$ cat config.mk
export PLATFORM = sky130hd
export DESIGN_NAME = sdram_rom_arbiter
export DESIGN_NICKNAME = d
export VERILOG_FILES = /design/src/rtl/sdram_rom_arbiter.sv
export SDC_FILE = /design/constraint.sdc
export NUM_CORES = 1
export LEC_CHECK = 0
export BUFFER_PORTS_ARGS = -buffer_cell sky130_fd_sc_hd__buf_2
export CORE_ASPECT_RATIO = 0.6
export CORE_MARGIN = 4
export CORE_UTILIZATION = 51
export DETAILED_ROUTE_END_ITERATION = 10
export GPL_TIMING_DRIVEN = 1
export PLACE_DENSITY_LB_ADDON = 0.3
export REMOVE_ABC_BUFFERS = 1
export SLEW_MARGIN = 10
export SYNTH_ARGS = -nofsm -noshare
export SYNTH_HDL_FRONTEND = slang
export SYNTH_SLANG_ARGS = --single-unit
$ cat constraint.sdc
create_clock -name clk -period 7 [get_ports clk]
set_clock_uncertainty 0.15 [all_clocks]
set_input_delay 0.7 -clock clk [delete_from_list [all_inputs] [get_ports clk]]
set_output_delay 0.7 -clock clk [all_outputs]
set_load 0.005 [all_outputs]
$ cat src/rtl/sdram_rom_arbiter.sv
// N-channel ROM read arbiter with a one-word hit cache per channel, plus the IOCTL byte packer that
// turns the download stream into 32-bit SDRAM writes. Define ROM_ARB_RR_EN for round-robin grant.
module sdram_rom_arbiter #(
   parameter int                   NUM_CH    = 4,
   parameter logic [NUM_CH*23-1:0] CH_OFFSET = {NUM_CH{23'h0}},
   parameter logic [15:0]          DL_INDEX  = 16'h0000
) (
   input  logic                   clk,
   input  logic                   reset,
   input  logic [NUM_CH-1:0]      ch_cs,
   input  logic [NUM_CH*24-1:0]   ch_addr,
   output logic [NUM_CH*32-1:0]   ch_data,
   output logic [NUM_CH-1:0]      ch_valid,
   input  logic [24:0]            ioctl_addr,
   input  logic [7:0]             ioctl_data,
   input  logic [15:0]            ioctl_index,
   input  logic                   ioctl_wr,
   input  logic                   ioctl_download,
   output logic [22:0]            sdram_addr,
   output logic [31:0]            sdram_data,
   output logic                   sdram_we,
   output logic                   sdram_req,
   input  logic                   sdram_ack,
   input  logic                   sdram_valid,
   input  logic [31:0]            sdram_q
);

   localparam int GW = (NUM_CH > 1) ? $clog2(NUM_CH) : 1;

   typedef enum logic [1:0] {
      ST_IDLE,
      ST_REQ,
      ST_WAIT,
      ST_WRITE
   } state_t;

   state_t            state, state_nxt;
   logic [GW-1:0]     gnt, gnt_nxt, sel;
   logic              sel_found;
   logic [21:0]       tag_lat, tag_lat_nxt;
   logic [22:0]       addr_nxt;
   logic [31:0]       data_nxt;
   logic              we_nxt, req_nxt;
   logic              fill, cache_wr, dl_take;

   logic [22:0]       ch_off  [NUM_CH];
   logic [21:0]       ch_word [NUM_CH];
   logic [21:0]       cache_tag  [NUM_CH];
   logic [31:0]       cache_data [NUM_CH];
   logic [NUM_CH-1:0] cache_vld, hit, miss;

   logic              dl_prev, dl_rise, discard;
   logic [1:0]        pack_cnt, pack_lane;
   logic [31:0]       pack_word;
   logic [22:0]       dl_addr;
   logic              dl_word_ready;
   logic [2*NUM_CH+1:0] unused_bits;

   for (genvar i = 0; i < NUM_CH; i++) begin : g_ch
      assign ch_off[i]            = CH_OFFSET[i*23 +: 23];
      assign ch_word[i]           = ch_addr[i*24+2 +: 22];
      assign hit[i]               = cache_vld[i] && (cache_tag[i] == ch_word[i]);
      assign ch_data[i*32 +: 32]  = cache_data[i];
   end

   assign ch_valid  = ch_cs & hit;
   assign miss      = ch_cs & ~hit;
   assign sel_found = |miss;

   // Byte-offset bits are ignored by design; gathered here so they are visibly consumed.
   always_comb begin
      unused_bits        = '0;
      unused_bits[1:0]   = ioctl_addr[1:0];
      for (int i = 0; i < NUM_CH; i++) begin
         unused_bits[2*i+2 +: 2] = ch_addr[i*24 +: 2];
      end
   end

`ifdef ROM_ARB_RR_EN
   logic [GW-1:0] rr_idx;

   // Walk downwards so the candidate closest after the last grant is assigned last and wins.
   always_comb begin
      sel    = '0;
      rr_idx = '0;
      for (int k = NUM_CH; k >= 1; k--) begin
         rr_idx = GW'((int'(gnt) + k) % NUM_CH);
         if (miss[rr_idx]) sel = rr_idx;
      end
   end
`else
   always_comb begin
      sel = '0;
      for (int i = NUM_CH - 1; i >= 0; i--) begin
         if (miss[i]) sel = GW'(i);
      end
   end
`endif

   // NOTE: every output of this block gets a default before the case, so no latch is inferred.
   always_comb begin
      state_nxt   = state;
      gnt_nxt     = gnt;
      tag_lat_nxt = tag_lat;
      addr_nxt    = sdram_addr;
      data_nxt    = sdram_data;
      we_nxt      = sdram_we;
      req_nxt     = sdram_req;
      fill        = 1'b0;
      dl_take     = 1'b0;
      case (state)
         ST_IDLE: begin
            if (dl_word_ready) begin
               state_nxt = ST_WRITE;
               dl_take   = 1'b1;
               addr_nxt  = dl_addr;
               data_nxt  = pack_word;
               we_nxt    = (ioctl_index == DL_INDEX);
               req_nxt   = 1'b1;
            end else if (!ioctl_download && sel_found) begin
               state_nxt   = ST_REQ;
               gnt_nxt     = sel;
               tag_lat_nxt = ch_word[sel];
               addr_nxt    = ch_off[sel] + {1'b0, ch_word[sel]};
               we_nxt      = 1'b0;
               req_nxt     = 1'b1;
            end
         end
         ST_REQ: begin
            if (sdram_ack) begin
               req_nxt = 1'b0;
               if (sdram_valid) begin
                  fill      = 1'b1;
                  state_nxt = ST_IDLE;
               end else begin
                  state_nxt = ST_WAIT;
               end
            end
         end
         ST_WAIT: begin
            if (sdram_valid) begin
               fill      = 1'b1;
               state_nxt = ST_IDLE;
            end
         end
         ST_WRITE: begin
            if (sdram_ack) begin
               req_nxt   = 1'b0;
               state_nxt = ST_IDLE;
            end
         end
         default: state_nxt = ST_IDLE;
      endcase
   end

   // NOTE: sequential state uses non-blocking assignments so all registers update from pre-edge values.
   always_ff @(posedge clk or posedge reset) begin
      if (reset) begin
         state      <= ST_IDLE;
         gnt        <= '0;
         tag_lat    <= '0;
         sdram_addr <= '0;
         sdram_data <= '0;
         sdram_we   <= 1'b0;
         sdram_req  <= 1'b0;
      end else begin
         state      <= state_nxt;
         gnt        <= gnt_nxt;
         tag_lat    <= tag_lat_nxt;
         sdram_addr <= addr_nxt;
         sdram_data <= data_nxt;
         sdram_we   <= we_nxt;
         sdram_req  <= req_nxt;
      end
   end

   assign dl_rise  = ioctl_download & ~dl_prev;
   assign cache_wr = fill & ~discard & ~dl_rise;

   // A download starting while a read is in flight poisons that read; the flag clears back in IDLE.
   always_ff @(posedge clk or posedge reset) begin
      if (reset) begin
         dl_prev   <= 1'b0;
         discard   <= 1'b0;
         cache_vld <= '0;
      end else begin
         dl_prev <= ioctl_download;
         if (dl_rise && (state == ST_REQ || state == ST_WAIT)) begin
            discard <= 1'b1;
         end else if (state == ST_IDLE) begin
            discard <= 1'b0;
         end
         if (dl_rise) begin
            cache_vld <= '0;
         end else if (cache_wr) begin
            cache_vld[gnt] <= 1'b1;
         end
      end
   end

   // NOTE: cache data and tags carry no reset; cache_vld gates every use of them.
   always_ff @(posedge clk) begin
      if (cache_wr) begin
         cache_data[gnt] <= sdram_q;
         cache_tag[gnt]  <= tag_lat;
      end
   end

   assign pack_lane = dl_rise ? 2'd0 : pack_cnt;

   always_ff @(posedge clk or posedge reset) begin
      if (reset) begin
         pack_cnt      <= '0;
         pack_word     <= '0;
         dl_addr       <= '0;
         dl_word_ready <= 1'b0;
      end else begin
         if (dl_take) dl_word_ready <= 1'b0;
         if (ioctl_download && ioctl_wr) begin
            pack_word[{pack_lane, 3'b000} +: 8] <= ioctl_data;
            pack_cnt                            <= pack_lane + 2'd1;
            if (pack_lane == 2'd3) begin
               dl_word_ready <= 1'b1;
               dl_addr       <= ioctl_addr[24:2];
            end
         end else if (dl_rise) begin
            pack_cnt <= '0;
         end
      end
   end

endmodule

==> flow_metrics.tcl <==
set metrics [dict create \
    end_kind "register" \
    cp.buffers_inverters 2 \
    cts_tree "yes" \
    gp_congestion 0.8786 \
    port_buffers 365 \
    via_per_inst 5.713 \
    clock_latency_ps 530 \
    setup_viol 0 \
    status "complete, no violations" \
    fin_util_pct 64.00 \
    p_seq_share_pct 51.1 \
    regArea_mm2 0.01016 \
    multiInputGateArea_mm2 0.003896 \
    pwr-share-clk_pct 31.1 \
    slew_viol_final 0 \
    postCtsSetupRepairBufs 0 \
    ioPinCount 376 \
    synth_edf_count 216 \
    min_period_over_period_pct 54.99 \
    cts_sinks 363 \
    grt_pass1_wl_mm 61.03 \
    synth_area_mm2 0.01430 \
    vias 10090 \
    arrival_ps 4070 \
    synthFlopType "edfxtp_1" \
    critPathLaunchType "register" \
    r2r_start "cache_tag[0][9]" \
    path_common_cell "buf_4" \
    cp_cell_sequence "xnor2_1 > nand4_1 > nor4_1 > a21boi_2 > buf_4 > o41ai_4 > nand2b_1 > buf_4 > o21ai_0" \
    swShare_pct 28.16 \
    grt_overflow 0 \
    p_total_mw 5.674 \
    finalNonFillerCells 1766 \
    start_util_pct 51.85 \
    p_per_area_mw_per_mm2 321.5 \
    seq_area_frac_synth_pct 71.08 \
    clk_pin_slew_worst_paths_ps 60 \
    synth-async-reset-ratio_pct 40.50 \
    cts_buffers 34 \
    place_ws_ps 2842 \
    placed_area_mm2 0.01661 \
    crit_path_start "cache_tag[0][9]" \
    maxCapViolations 0 \
    grt_max_degree 105 \
    critPathKind "reg2reg" \
    finalNetCount 1568 \
    slowest_stage "nor4_1" \
    drt_iter0_drc 1164 \
    r2r_setup_slack_ps 3150 \
    areaGrowthSynthToFinish_pct 23.44 \
    routed_wl_mm 42.20 \
    crit_family "simple AND/OR/NAND/NOR gates" \
    firstDrtPassIters 6 \
    drive_gt1_share_pct 33.86 \
    hpwl_mm 29.69 \
    fillers 2087 \
    synth_cell_type_count 46 \
    hold_class "in2async" \
    die_w_um 224.2 \
    final_cell_area_mm2 0.01765 \
    dp_cells 1701 \
    ys_warn_count 0 \
    crit_path_max_fanout 41 \
    clock-root-buffer "clkbuf_16" \
    max_stage_delay_ps 780 \
    setup_ws_ps 3151 \
    mostFrequentLayoutCells "buf_2, edfxtp_1, dfrtp_1, nand2_1, xnor2_1" \
    fin_tns_setup_ps 0 \
    fp.dieH_um 137.7 \
    ctsHoldBuffers 0 \
    wire_per_inst_um 23.90 \
    timing.hold.ws_ps 196.8 \
    ys_seq_elements 363 \
    rows 47 \
    placeableCoreArea_mm2 0.02758 \
    cts_resized 0 \
    grt_pass1_vias 9519 \
    drtAntennaViolNets 0 \
    final_common_cell "buf_2" \
    htree_num_levels 2 \
    syn_inst 994 \
    avgSynthCellArea_um2 14.39 \
    comb_power_share_pct 17.8 \
    maxSlewHeadroom_pct 23.31 \
    dieArea_mm2 0.03087 \
    hold_viol 0 \
    rsz0062_at_grt "false" \
    required_ps 7230 \
    post-route-min-period_ps 3849 \
    worstMarginPinSlew_ps 1148 \
    p_int_mw 4.076 \
    grt_use_total_pct 26.74 \
    drc 0 \
    cts_buffer_depth 3 \
    max_freq_ghz 0.2598 \
    leakagePower_nw 7.509 \
    vdd_drop_max_mv 0.2362 \
    antenna_found_initial 5 \
    power.switching_mw 1.598 \
]
==> registers in the layout, indices dropped and copies added, names as in the netlist <==
name / count
discard: 1
dl_addr: 23
sdram_we: 1
sdram_addr: 23
pack_word: 32
tag_lat: 22
cache_tag: 88
dl_word_ready: 1
state: 2
gnt: 2
cache_data: 128
sdram_req: 1
dl_prev: 1
sdram_data: 32
cache_vld: 4
pack_cnt: 2
==> Yosys cell counts (2+ instances only) <==
| cell | number | area (um2) |
|---|---|---|
| or3_1 | 12 | 75.07 |
| edfxtp_1 | 216 | 6486 |
| buf_4 | 5 | 37.54 |
| nor2b_1 | 22 | 137.6 |
| a21oi_1 | 8 | 40.04 |
| o21a_1 | 13 | 97.59 |
| a22o_1 | 32 | 280.3 |
| o2bb2ai_1 | 2 | 17.52 |
| dfrtp_1 | 147 | 3679 |
| a21o_1 | 15 | 112.6 |
| nand2_1 | 113 | 424.2 |
| mux2_2 | 23 | 259.0 |
| nor3_1 | 5 | 25.02 |
| inv_1 | 25 | 93.84 |
| buf_2 | 3 | 15.01 |
| a222oi_1 | 22 | 220.2 |
| o21ai_0 | 44 | 220.2 |
| xor2_1 | 27 | 236.5 |
| nor2_1 | 21 | 78.83 |
| nand2b_1 | 4 | 25.02 |
| clkbuf_1 | 37 | 138.9 |
| o31ai_1 | 25 | 187.7 |
| a211oi_1 | 10 | 75.07 |
| nor4_2 | 2 | 25.02 |
| ha_1 | 11 | 137.6 |
| and3_1 | 4 | 25.02 |
| a311oi_1 | 10 | 87.58 |
| xnor2_1 | 62 | 543.0 |
| nand3_1 | 3 | 15.01 |
| a21boi_1 | 2 | 15.01 |
| o21ai_1 | 4 | 20.02 |
| o22ai_1 | 13 | 81.33 |
| nor4_1 | 12 | 75.07 |
| a221oi_1 | 12 | 105.1 |
| nand4_1 | 17 | 106.4 |
==> power by group through the flow <==
| stage | clock [mW] | combinational [mW] | sequential, mW |
|---|---|---|---|
| after CTS | 1.79 | 1.01 | 2.90 |
| after global routing | 1.89 | 1.11 | 2.94 |
| after detailed placement | 0 | 0.997 | 2.93 |
| after floorplan | 0 | 0.567 | 2.88 |
| after global placement | 0 | 0.964 | 2.92 |
| final | 1.76 | 1.01 | 2.90 |
==> area by class of cell <==
| class | count | area share (%) |
|---|---|---|
| Tap cell | 367 | 2.601 |
| Clock inverter | 17 | 0.6592 |
| Antenna cell | 5 | 0.07088 |
| Clock buffer | 43 | 5.189 |
| Timing Repair Buffer | 386 | 11.24 |
| Inverter | 26 | 0.5812 |
| Multi-Input combinational cell | 559 | 22.07 |
| Sequential cell | 363 | 57.58 |
==> path summary, 6_finish.rpt <==
path	end	depth (start not counted)
worst max-delay path	tag_lat[13]	9
worst min-delay path	sdram_we	2
worst max register to register	tag_lat[13]	9
worst min register to register	sdram_data[3]	2
max in group asynchronous	sdram_req	3
min in group clk	dl_prev	1
==> kinds of logic after synthesis <==
group | after synthesis | share of synthesized area [%]
buffers and inverters | 72 | 2.047
AOI/OAI and AO/OA | 217 | 11.34
adders and majority gates | 11 | 0.9624
muxes | 24 | 1.881
DFF | 363 | 71.08
and+or+nand+nor | 218 | 7.236
xor gates and xnor gates | 89 | 5.451
==> per-layer routing <==
layer	vias to the layer above	global-route usage [%]	share of wire [%]	routed length [um]
li1	4478	-	-	-
met1	5014	40.01	43	18030
met2	541	39.72	45	18990
met3	56	7.134	11	4471
met4	0	6.086	1.7	709
met5	-	0	0	0
(Power assumes the default switching activity.)
